===== config.mk =====
export PLATFORM = sky130hd
export DESIGN_NAME = fmap_window_sched
export DESIGN_NICKNAME = d
export VERILOG_FILES = /design/src/rtl/cnn_fmap_pkg.sv /design/src/rtl/fmap_win_addr_gen.sv /design/src/rtl/fmap_window_sched.sv
export SDC_FILE = /design/constraint.sdc
export NUM_CORES = 1
export LEC_CHECK = 0
export CORE_ASPECT_RATIO = 1.5
export CORE_MARGIN = 1
export CORE_UTILIZATION = 57
export DETAILED_ROUTE_END_ITERATION = 6
export GPL_ROUTABILITY_DRIVEN = 0
export PLACE_DENSITY = 0.81
export SYNTH_ARGS = -nofsm -noshare
export SYNTH_HDL_FRONTEND = slang
export SYNTH_SLANG_ARGS = --single-unit
export TNS_END_PERCENT = 20

===== constraint.sdc =====
create_clock -name clk -period 3.75 [get_ports clk]
set_input_delay 0.75 -clock clk [delete_from_list [all_inputs] [get_ports clk]]
set_output_delay 0.75 -clock clk [all_outputs]
set_load 0.01 [all_outputs]

===== src/rtl/cnn_fmap_pkg.sv =====
// rtl/cnn_fmap_pkg.sv - shared defaults, output count and FSM encoding for the feature-map window scheduler
package cnn_fmap_pkg;

    localparam int DEF_IMG_W  = 128;
    localparam int DEF_IMG_H  = 128;
    localparam int DEF_K      = 3;
    localparam int DEF_ADDR_W = 14;
    localparam int DEF_RD_LAT = 1;

    typedef enum logic [1:0] {
        ST_IDLE  = 2'd0,
        ST_RUN   = 2'd1,
        ST_DRAIN = 2'd2,
        ST_DONE  = 2'd3
    } fsm_state_t;

    // Number of valid-convolution outputs for a stride-1, unpadded pass.
    function automatic int calc_nout(input int w, input int h, input int k);
        return (w - k + 1) * (h - k + 1);
    endfunction

    localparam int NOUT = calc_nout(DEF_IMG_W, DEF_IMG_H, DEF_K);

endpackage


===== src/rtl/fmap_win_addr_gen.sv =====
// rtl/fmap_win_addr_gen.sv - raster KxK window walker producing read addresses by incremental adds
module fmap_win_addr_gen #(
    parameter int IMG_W  = 128,
    parameter int IMG_H  = 128,
    parameter int K      = 3,
    parameter int ADDR_W = 14
) (
    input  logic              clk,
    input  logic              rst_n,
    input  logic              clear,
    input  logic              adv,
    output logic [ADDR_W-1:0] addr,
    output logic [1:0]        ky,
    output logic [1:0]        kx,
    output logic              last,
    output logic              final_tap
);
    localparam int SW = ADDR_W + 1;

    logic [SW-1:0] win_base;
    logic [SW-1:0] row_base;
    logic [SW-1:0] ox;
    logic [SW-1:0] oy;
    logic [SW-1:0] sum;

    // row_base tracks (oy+ky)*IMG_W; win_base tracks oy*IMG_W for the window's top row.
    assign sum       = row_base + ox + {{(SW-2){1'b0}}, kx};
    assign addr      = sum[ADDR_W-1:0];
    assign last      = (kx == 2'(K - 1)) && (ky == 2'(K - 1));
    assign final_tap = last && (ox == SW'(IMG_W - K)) && (oy == SW'(IMG_H - K));

    always_ff @(posedge clk or negedge rst_n) begin
        if (!rst_n) begin
            win_base <= '0;
            row_base <= '0;
            ox       <= '0;
            oy       <= '0;
            ky       <= '0;
            kx       <= '0;
        end else if (clear) begin
            win_base <= '0;
            row_base <= '0;
            ox       <= '0;
            oy       <= '0;
            ky       <= '0;
            kx       <= '0;
        end else if (adv) begin
            if (kx != 2'(K - 1)) begin
                kx <= kx + 2'd1;
            end else begin
                kx <= '0;
                if (ky != 2'(K - 1)) begin
                    ky       <= ky + 2'd1;
                    row_base <= row_base + SW'(IMG_W);
                end else begin
                    ky <= '0;
                    if (ox != SW'(IMG_W - K)) begin
                        ox       <= ox + SW'(1);
                        row_base <= win_base;
                    end else begin
                        ox <= '0;
                        if (oy != SW'(IMG_H - K)) begin
                            oy       <= oy + SW'(1);
                            win_base <= win_base + SW'(IMG_W);
                            row_base <= win_base + SW'(IMG_W);
                        end else begin
                            oy       <= '0;
                            win_base <= '0;
                            row_base <= '0;
                        end
                    end
                end
            end
        end
    end

    a_no_addr_overflow: assert property (@(posedge clk) disable iff (!rst_n) !(adv && sum[ADDR_W]));

endmodule


===== src/rtl/fmap_window_sched.sv =====
// rtl/fmap_window_sched.sv - convolution pass sequencer: window reads, tap tagging and dense result write-back
module fmap_window_sched
    import cnn_fmap_pkg::*;
#(
    parameter int IMG_W  = DEF_IMG_W,
    parameter int IMG_H  = DEF_IMG_H,
    parameter int K      = DEF_K,
    parameter int ADDR_W = DEF_ADDR_W,
    parameter int RD_LAT = DEF_RD_LAT
) (
    input  logic              clk,
    input  logic              rst,
    input  logic              start,
    input  logic              out_ready,
    output logic [ADDR_W-1:0] rd_addr,
    output logic              rd_en,
    output logic              tap_valid,
    output logic [1:0]        tap_ky,
    output logic [1:0]        tap_kx,
    output logic              tap_last,
    input  logic              res_valid,
    output logic [ADDR_W-1:0] wr_addr,
    output logic              we,
    output logic              busy,
    output logic              done
);
    localparam int NOUT_P = calc_nout(IMG_W, IMG_H, K);
    localparam int CW     = ADDR_W + 1;

    if ((2 ** ADDR_W) < (IMG_W * IMG_H)) begin : g_addr_w_check
        $error("ADDR_W too small to address IMG_W*IMG_H pixels");
    end
    if ((K < 1) || (K > 4) || (RD_LAT < 1)) begin : g_param_check
        $error("K must be 1..4 and RD_LAT at least 1");
    end

    fsm_state_t state, state_nx;

    logic              start_acc;
    logic              last;
    logic              final_tap;
    logic [1:0]        ky;
    logic [1:0]        kx;
    logic [CW-1:0]     wcount;
    logic              writes_done;
    logic              pipe_empty;

    logic [RD_LAT-1:0]      pv;
    logic [RD_LAT-1:0]      pl;
    logic [RD_LAT-1:0][1:0] pky;
    logic [RD_LAT-1:0][1:0] pkx;

    assign start_acc = start && (state == ST_IDLE);
    assign rd_en     = (state == ST_RUN) && out_ready;
    assign busy      = (state == ST_RUN) || (state == ST_DRAIN);
    assign done      = (state == ST_DONE);

    fmap_win_addr_gen #(
        .IMG_W  (IMG_W),
        .IMG_H  (IMG_H),
        .K      (K),
        .ADDR_W (ADDR_W)
    ) u_addr_gen (
        .clk       (clk),
        .rst_n     (rst),
        .clear     (start_acc),
        .adv       (rd_en),
        .addr      (rd_addr),
        .ky        (ky),
        .kx        (kx),
        .last      (last),
        .final_tap (final_tap)
    );

    // Tags ride alongside the RAM read so they line up with data_out.
    always_ff @(posedge clk or negedge rst) begin
        if (!rst) begin
            pv  <= '0;
            pl  <= '0;
            pky <= '0;
            pkx <= '0;
        end else begin
            pv[0]  <= rd_en;
            pl[0]  <= rd_en && last;
            pky[0] <= rd_en ? ky : 2'd0;
            pkx[0] <= rd_en ? kx : 2'd0;
            for (int i = 1; i < RD_LAT; i++) begin
                pv[i]  <= pv[i-1];
                pl[i]  <= pl[i-1];
                pky[i] <= pky[i-1];
                pkx[i] <= pkx[i-1];
            end
        end
    end

    assign tap_valid  = pv[RD_LAT-1];
    assign tap_last   = pl[RD_LAT-1];
    assign tap_ky     = pky[RD_LAT-1];
    assign tap_kx     = pkx[RD_LAT-1];
    assign pipe_empty = ~|pv;

    // Write count saturates at NOUT; writes_done counts this cycle's write so done trails the last result by one cycle.
    assign we          = res_valid && busy && (wcount != CW'(NOUT_P));
    assign wr_addr     = wcount[ADDR_W-1:0];
    assign writes_done = (wcount == CW'(NOUT_P)) || (we && (wcount == CW'(NOUT_P - 1)));

    always_ff @(posedge clk or negedge rst) begin
        if (!rst) begin
            wcount <= '0;
        end else if (start_acc) begin
            wcount <= '0;
        end else if (we) begin
            wcount <= wcount + CW'(1);
        end
    end

    always_ff @(posedge clk or negedge rst) begin
        if (!rst) begin
            state <= ST_IDLE;
        end else begin
            state <= state_nx;
        end
    end

    always_comb begin
        state_nx = state;
        case (state)
            ST_IDLE:  if (start) state_nx = ST_RUN;
            ST_RUN:   if (rd_en && final_tap) state_nx = ST_DRAIN;
            ST_DRAIN: if (pipe_empty && writes_done) state_nx = ST_DONE;
            ST_DONE:  state_nx = ST_IDLE;
            default:  state_nx = ST_IDLE;
        endcase
    end

endmodule


==> summary.txt, run 1 <==
Final Hold Fails: 0
Starting density of the core: 58.28%
First-pass GRT wire length: 22,030 µm
Synth warn: 0
Vias/cell: 6.408
Die ar.: 9806 µm²
Post-Route Skew: 0.01028 ns
Core area: 9200 µm²
Power density over the cells: 522.8 nW/µm²
Average wire per standard cell: 17.46 µm
VDD IR max: 0.4048 mV
Simple logic cell fraction of the synthesized area: 21.66%
CP cell instances: fa_1 -> ha_2 -> fa_2 -> a211oi_2 -> o21bai_2 -> a2111oi_4 -> buf_4 -> nor2_2 -> o211ai_1 -> buf_2
Layout Cells excl Fill: 748
Min Tclk post-route: 3.786 ns
I/O Pins: 43
RSZ-0062 raised after global routing: yes
Fill cells: 728
Register area: 2127 µm²
CP arrival: 3.04 ns
Area of the multi-input gates: 2960 µm²
Synth Area in Compound Gates: 17.76%
Clock Latency Late Sink: 0.34 ns
Remaining antenna violation count: 0
Post-Place Cells: 732
Yosys reg bits: 85
Sw frac: 35.72%
Initial antenna violation count: 0
TritonCTS clock tree: built
Post-synthesis sequential area ratio: 39.67%
Overall Global Routing Usage: 28.95%
Reg clk slew, reported paths: 0.06 ns
Area grow syn2layout: 15.66%
Std cell rows: 43
Yosys top cell by area: dfrtp_1
Critical Path Sink Type: primary output
Final setup viols: 1
Clock power frac: 25.5%
Syn Inst Count: 591
Violated checks: setup timing
Hold Crit Class: flop to flop
CTS H-tree depth: 3
Drt drc: 0
Critical Path RT: 3.00 ns
Clock Tree Root: clkbuf_16
Largest net degree at the start of global routing: 86
Slew margin rel.: 28.24%
Critical path class: flop to primary output
Area contributors post-synth: dfrtp_1, ha_1, a21oi_1
Grt ovf: 0
CTS buffer count: 9
Most frequent cells in the layout: dfrtp_1, a21oi_1, nand2_1
Mux cell area share after synthesis: 0.9568%
Hold Path Stages: 1
Total leakage power: 0.002790 µW
Crit path buf inv count: 2
Crit start category: flop
Max Freq: 0.2641 GHz
Post-synth cell types: 59
Fin crit share: 101.0%
Buffers added on ports: 42
Layout cells sized above 1: 8.805%
Largest family of logic cells by synthesized area: simple AND/OR/NAND/NOR gates
Status: finished with violations
R2R depth: 7
Total number of vias: 4,793
Combinational power share: 37.0%
CP peak stage delay: 0.49 ns
Top delay family on crit path: adder cells
# nets final: 675
Share of the synthesized area in the top cell type: 39.67%
Setup bufs post-CTS: 0
WP depth: 10
Core Util, Final: 67.40%
Area of the mapped netlist: 5361 µm²
Most used flip-flop cell after synthesis: dfrtp_1
Synthesized-area fraction occupied by adder cells: 9.522%
Worst-Margin Slew: 1.076 ns
Max cap viols: 0
Initial DRC count: 414
Synthesized Nets: 635
Mapped Avg Cell Area: 9.072 µm²
Die Y: 120.8 µm
Worst Slack Setup Final: -0.03648 ns
Number of hold buffers added after cts: 0
Drt pass-1 iters: 5
Switching power total: 1158 µW
Async set or reset register ratio after synthesis: 100.0%
Slew Viols, Final: 0
Max FO, Critical Path: 2
Slowest cell on crit path: fa_1
Overall routed net length: 13,060 µm
Vias in the first global route: 4,768
Placed wire-length estimate: 9175 µm
Diodes inserted: 0
Die width: 81.19 µm
Reg power frac: 37.5%
Commonest non-fill, non-tap cell in the layout: dfrtp_1
Cell-internal power: 2084 µW
Post-synth EDFFs: 0
# clock sinks: 85
XOR/XNOR share of the synthesized area: 4.574%
Clock buffer depth: 2
## metrics by stage
step / area (µm²) / power (µW) / TNS, ns / hold slack, ns / worst slack (ns)
3_3_place_gp: 5898 / 2380 / -0.4327 / 0.4778 / -0.2460
5_1_grt: 6201 / 3427 / -0.2870 / 0.5141 / -0.1230
6_report: 6201 / 3242 / -0.03648 / 0.4959 / -0.03648
2_1_floorplan: 5361 / 1912 / 0 / 0.4422 / 0.2176
4_1_cts: 6181 / 3248 / -0.01326 / 0.4973 / -0.01326
3_5_place_dp: 5898 / 2422 / -0.6433 / 0.4735 / -0.3458
## state kept, by name (all words and copies together) (netlist names), 14 cells and up
signal / count
u_addr_gen.ox: 15
u_addr_gen.oy: 15
wcount: 15
u_addr_gen.row_base: 14
u_addr_gen.win_base: 14
## metal layers
| layer | GRT usage [%] | part of all wire, % | vias up |
|---|---|---|---|
| li1 | - | - | 2243 |
| met1 | 33.96 | 40 | 2371 |
| met2 | 49.32 | 52 | 139 |
| met3 | 4.075 | 3.5 | 40 |
| met4 | 16.63 | 4.2 | 0 |
| met5 | 0 | 0 | - |
## synthesized netlist by cell type (all sizes together) (9+ instances only)
cell / n
nand2: 44
or4: 12
nor3: 14
o211ai: 11
nor2b: 9
nor2: 38
clkbuf: 14
nand4: 20
or3: 11
buf: 24
a21oi: 45
inv: 26
o21ai: 40
ha: 36
dfrtp: 85
nand3: 24
xor2: 13
xnor2: 15
## worst paths after layout
check	endpoint	slack (ns)	startpoint
max	rd_addr[11]	-0.04	u_addr_gen.kx[1]
min	u_addr_gen.row_base[3]	0.50	u_addr_gen.win_base[3]
max reg2reg	u_addr_gen.oy[5]	0.95	state[1]
min reg2reg	u_addr_gen.row_base[3]	0.50	u_addr_gen.win_base[3]
max in group asynchronous	u_addr_gen.row_base[0]	2.45	rst
min in group asynchronous	tap_kx[1]	0.59	rst
## kinds of logic after synthesis
kind of cell	count (synthesis)
multiplexers	5
buffers and inverters	66
XOR/XNOR	28
flip-flops	85
AND/OR/NAND/NOR	216
AO/OA/AOI/OAI	152
adder cells (fa/ha/maj)	39
## power groups by stage
stage | sequential [µW] | combinational, µW | clock [µW]
after floorplan | 1210 | 705 | 0
after global placement | 1210 | 1170 | 0
after detailed placement | 1230 | 1200 | 0
after CTS | 1210 | 1200 | 837
after global routing | 1230 | 1330 | 863
final | 1220 | 1200 | 827
## timing repair
action	in CTS	in global routing
endpoints found under the setup margin	8	6
pin swaps	5	0
resized for setup	17	8
## area by class of cell
type	count	share of cell area [%]
multi-input cells	440	47.74
flip-flops and latches	85	34.30
repair buffers	67	9.564
clock buffers	9	3.632
well taps	112	2.260
inverters	28	1.695
clock inverters	7	0.8071
(Power assumes the default switching activity.)
==> run 2: changes to the inputs <==
--- a/config.mk
+++ b/config.mk
@@ -5,12 +5,14 @@
 export SDC_FILE = /design/constraint.sdc
 export NUM_CORES = 1
 export LEC_CHECK = 0
+export CELL_PAD_IN_SITES_DETAIL_PLACEMENT = 0
+export CELL_PAD_IN_SITES_GLOBAL_PLACEMENT = 2
 export CORE_ASPECT_RATIO = 1.5
 export CORE_MARGIN = 1
-export CORE_UTILIZATION = 57
+export CORE_UTILIZATION = 37
 export DETAILED_ROUTE_END_ITERATION = 6
 export GPL_ROUTABILITY_DRIVEN = 0
-export PLACE_DENSITY = 0.81
+export PLACE_DENSITY = 0.84
 export SYNTH_ARGS = -nofsm -noshare
 export SYNTH_HDL_FRONTEND = slang
 export SYNTH_SLANG_ARGS = --single-unit
==> summary.txt, run 2 (synthesis gave the netlist of run 1 again) <==
Status: finished with violations
Violated checks: setup timing
Critical Path Sink Type: primary output
Number of hold buffers added after cts: 0
Total leakage power: 0.002838 µW
Critical Path RT: 3.00 ns
Vias/cell: 5.524
Layout Cells excl Fill: 834
Fill cells: 1,408
Overall Global Routing Usage: 19.17%
Reg clk slew, reported paths: 0.06 ns
Clock buffer depth: 2
Slew margin rel.: 20.21%
Max Freq: 0.2658 GHz
Power density over the cells: 531.6 nW/µm²
CTS buffer count: 9
Max FO, Critical Path: 2
Commonest non-fill, non-tap cell in the layout: dfrtp_1
Fin crit share: 100.3%
Area grow syn2layout: 19.02%
Clock Tree Root: clkbuf_16
Starting density of the core: 38.14%
Drt pass-1 iters: 4
First-pass GRT wire length: 22,670 µm
Vias in the first global route: 4,585
VDD IR max: 0.4071 mV
Final Hold Fails: 0
I/O Pins: 43
Overall routed net length: 13,640 µm
Initial DRC count: 197
RSZ-0062 raised after global routing: yes
Worst-Margin Slew: 1.193 ns
CP arrival: 3.01 ns
Die ar.: 14,990 µm²
Post-Place Cells: 818
Buffers added on ports: 42
Worst Slack Setup Final: -0.01243 ns
Clock Latency Late Sink: 0.34 ns
Top flop regs: u_addr_gen.ox (15), u_addr_gen.oy (15), wcount (15)
Critical path class: flop to primary output
Total number of vias: 4,607
Die Y: 149.4 µm
Slew Viols, Final: 0
Register area: 2127 µm²
Average wire per standard cell: 16.35 µm
Drt drc: 0
Most frequent cells in the layout: dfrtp_1, a21oi_1, nand2_1
Std cell rows: 53
Die width: 100.3 µm
Pre-CTS setup slack: -0.4400 ns
Placed wire-length estimate: 10,100 µm
CTS H-tree depth: 3
Area of the multi-input gates: 2948 µm²
Grt ovf: 0
Min Tclk post-route: 3.762 ns
Layout cells sized above 1: 9.502%
Core area: 14,060 µm²
Diodes inserted: 0
Post-Route Skew: 0.007208 ns
TritonCTS clock tree: built
Hold Crit Class: input pin to asynchronous set/reset pin
# clock sinks: 85
Crit start category: flop
Largest net degree at the start of global routing: 32
Remaining antenna violation count: 0
# nets final: 681
Max cap viols: 0
Final setup viols: 1
Initial antenna violation count: 0
## run 2: cell types whose count changed in the layout (fill, tap and decap cells not counted), sizes merged
cell	change
buf	+7
bufinv	+2
clkbuf	+1
clkdlybuf4s50	+1
clkinv	-1
clkinvlp	-3
dlymetal6s2s	-1
## run 2: final cells by class
type / instances / area share, %
clock inverter: 5 / 1.294
tap: 192 / 3.765
clock buffer: 11 / 3.804
inverter: 28 / 1.647
multi-input combinational: 440 / 46.20
sequential: 85 / 33.33
timing repair buffer: 73 / 9.961
## run 2: critical path: stages, from the launching register on
cell       delay (ns)
dfrtp_1          0.40
fa_1             0.48
ha_2             0.20
fa_2             0.36
a211oi_2         0.20
o21bai_1         0.13
a2111oi_2        0.36
buf_4            0.18
nor2_2           0.04
o211ai_1         0.16
buf_2            0.15
## run 2: routing by layer
metal	part of all wire, %	wire (µm)	track usage, %
met5	0	0	0
met4	1.6	216	8.043
met3	2.9	401	1.822
met2	52	7089	34.45
met1	43	5928	23.15
## run 2: path summary, 6_finish.rpt
path	slack, ns	endpoint	depth (start not counted)	start
min in group clk	0.50	u_addr_gen.row_base[5]	1	u_addr_gen.win_base[5]
worst min-delay path	0.32	tap_kx[1]	1	rst
worst max register to register	0.90	u_addr_gen.win_base[4]	6	u_addr_gen.oy[11]
max in group asynchronous	2.67	u_addr_gen.oy[11]	2	rst
worst max-delay path	-0.01	rd_addr[11]	10	u_addr_gen.kx[1]
worst min register to register	0.50	u_addr_gen.row_base[5]	1	u_addr_gen.win_base[5]
## run 2: power by group
group	internal, µW	switching (µW)
logic	582	630
clock network	604	365
registers	1060	152
## run 2: timing repair
item | CTS | global route
hold endpoints to repair | 0 | 0
setup buffers | 0 | 0
gates resized for setup | 19 | 6
endpoints found under the setup margin | 8 | 6
gates cloned | 0 | 0
pin swaps | 4 | 1
## run 2: stage by stage
| stage | setup TNS [ns] | util [%] | hold slack [ns] | power, µW | instance area (µm²) |
|---|---|---|---|---|---|
| detailed placement | -0.9186 | 42.99 | 0.4845 | 2448 | 6043 |
| global placement | -0.7958 | 42.99 | 0.4768 | 2439 | 6043 |
| global route | -0.4876 | 45.39 | 0.3529 | 3613 | 6381 |
| CTS | -0.02504 | 45.37 | 0.3259 | 3435 | 6379 |
| finish | -0.01243 | 45.39 | 0.3199 | 3392 | 6381 |
| floorplan | 0 | - | 0.4422 | 1912 | 5361 |
==> run 3: changes to the inputs <==
--- a/config.mk
+++ b/config.mk
@@ -12,7 +12,8 @@
 export CORE_UTILIZATION = 37
 export DETAILED_ROUTE_END_ITERATION = 6
 export GPL_ROUTABILITY_DRIVEN = 0
-export PLACE_DENSITY = 0.84
+export PLACE_DENSITY = 0.85
+export SLEW_MARGIN = 10
 export SYNTH_ARGS = -nofsm -noshare
 export SYNTH_HDL_FRONTEND = slang
 export SYNTH_SLANG_ARGS = --single-unit
==> summary.txt, run 3 (synthesis gave the netlist of run 1 again) <==
Initial antenna violation count: 0
Vias in the first global route: 4,478
CTS buffer count: 9
Average wire per standard cell: 16.09 µm
Overall Global Routing Usage: 18.99%
Core area: 14,060 µm²
Layout cells sized above 1: 10.02%
Clock buffer depth: 2
Hold Crit Class: input pin to asynchronous set/reset pin
Post-Route Skew: 0.008323 ns
Fin crit share: 99.90%
CTS H-tree depth: 3
Post-Place Cells: 815
Die ar.: 14,990 µm²
Drt pass-1 iters: 4
Drt drc: 0
Buffers added on ports: 42
Crit start category: flop
Min Tclk post-route: 3.746 ns
Slew Viols, Final: 0
CP arrival: 3.00 ns
Remaining antenna violation count: 0
Status: finished clean
# nets final: 678
I/O Pins: 43
First-pass GRT wire length: 22,360 µm
Final Hold Fails: 0
Overall routed net length: 13,370 µm
Fill cells: 1,407
TritonCTS clock tree: built
Std cell rows: 53
Starting density of the core: 38.14%
Vias/cell: 5.542
Area grow syn2layout: 18.44%
Total number of vias: 4,605
Clock Latency Late Sink: 0.34 ns
Slew margin rel.: 42.27%
Max Freq: 0.2669 GHz
FF-to-FF Start: wcount[7]
Most frequent cells in the layout: dfrtp_1, a21oi_1, nand2_1
Critical path class: flop to primary output
Grt ovf: 0
# clock sinks: 85
VDD IR max: 0.2922 mV
Critical Path RT: 3.00 ns
Reg clk slew, reported paths: 0.06 ns
Clock Tree Root: clkbuf_16
Critical Path Sink Type: primary output
Diodes inserted: 0
Core Util, Final: 45.17%
Max FO, Critical Path: 5
Max cap viols: 0
RSZ-0062 raised after global routing: yes
Reg2Reg Capture Point: wcount[9]
Final setup viols: 0
Commonest non-fill, non-tap cell in the layout: dfrtp_1
Top flop regs: u_addr_gen.ox (15), u_addr_gen.oy (15), wcount (15)
Total leakage power: 0.002808 µW
Placed wire-length estimate: 9911 µm
R2R setup slack: 1.13 ns
Layout Cells excl Fill: 831
Largest net degree at the start of global routing: 33
Worst-Margin Slew: 0.8650 ns
R2R depth: 5
Initial DRC count: 153
Die Y: 149.4 µm
Setup TNS: 0 ns
Power density over the cells: 514.0 nW/µm²
Die width: 100.3 µm
-- run 3: cell count changes in the layout (fill, tap and decap cells not counted), sizes merged --
cell         delta
bufinv          -2
clkinvlp        +2
buf             -3
inv             +1
dlygate4sd2     -1
-- run 3: worst max path at each step --
| stage | startpoint | to | depth (start not counted) |
|---|---|---|---|
| floorplan | u_addr_gen.kx[1] | rd_addr[11] | 8 |
| global placement | u_addr_gen.kx[1] | rd_addr[11] | 10 |
| detailed placement | u_addr_gen.kx[1] | rd_addr[11] | 10 |
| CTS | u_addr_gen.row_base[1] | rd_addr[11] | 10 |
| global route | u_addr_gen.kx[0] | rd_addr[12] | 11 |
| finish | u_addr_gen.kx[0] | rd_addr[12] | 11 |
-- run 3: cell type report --
cell class | count | area (µm²) | area share [%]
timing repair buffer | 70 | 609.3 | 9.596
multi-input combinational | 440 | 2983 | 46.98
clock inverter | 6 | 46.29 | 0.7291
clock buffer | 10 | 239.0 | 3.764
tap | 192 | 240.2 | 3.783
inverter | 28 | 105.1 | 1.655
sequential | 85 | 2127 | 33.50
-- run 3: worst max-delay path, stage by stage, from the launching register on --
cell and delay, ns:
dfrtp_1 0.40, inv_2 0.08, fa_1 0.41, inv_1 0.07, ha_2 0.18, buf_4 0.11
a211oi_2 0.06, o21ai_0 0.16, o211ai_1 0.19, a21oi_1 0.22, xor2_1 0.19, clkdlybuf4s50_1 0.56
-- run 3: power breakdown --
part / switching [µW] / internal [µW]
logic: 621 / 578
registers: 154 / 1060
clock network: 381 / 472
-- run 3: stage by stage --
| stage | area, µm² | total power, µW | setup slack (ns) | hold WS, ns |
|---|---|---|---|---|
| after global routing | 6350 | 3499 | -0.1517 | 0.3706 |
| after global placement | 6021 | 2432 | -0.4061 | 0.4786 |
| after CTS | 6316 | 3317 | -0.02331 | 0.3514 |
| final | 6350 | 3264 | 0.003729 | 0.3478 |
| after floorplan | 5361 | 1912 | 0.2176 | 0.4422 |
| after detailed placement | 6021 | 2441 | -0.2888 | 0.4766 |
-- run 3: metal layers --
| metal | GRT usage [%] | part of all wire (%) | up-vias |
|---|---|---|---|
| met5 | 0 | 0 | - |
| met4 | 6.522 | 2.0 | 0 |
| met3 | 2.849 | 1.9 | 20 |
| met2 | 33.56 | 52 | 64 |
| met1 | 23.35 | 44 | 2271 |
| li1 | - | - | 2250 |
-- run 3: what timing repair did --
action / CTS / global route
pin swaps: 4 / 1
buffers inserted: 0 / 0
hold buffers: 0 / 0
gates resized for setup: 21 / 11
setup endpoints to repair: 8 / 7
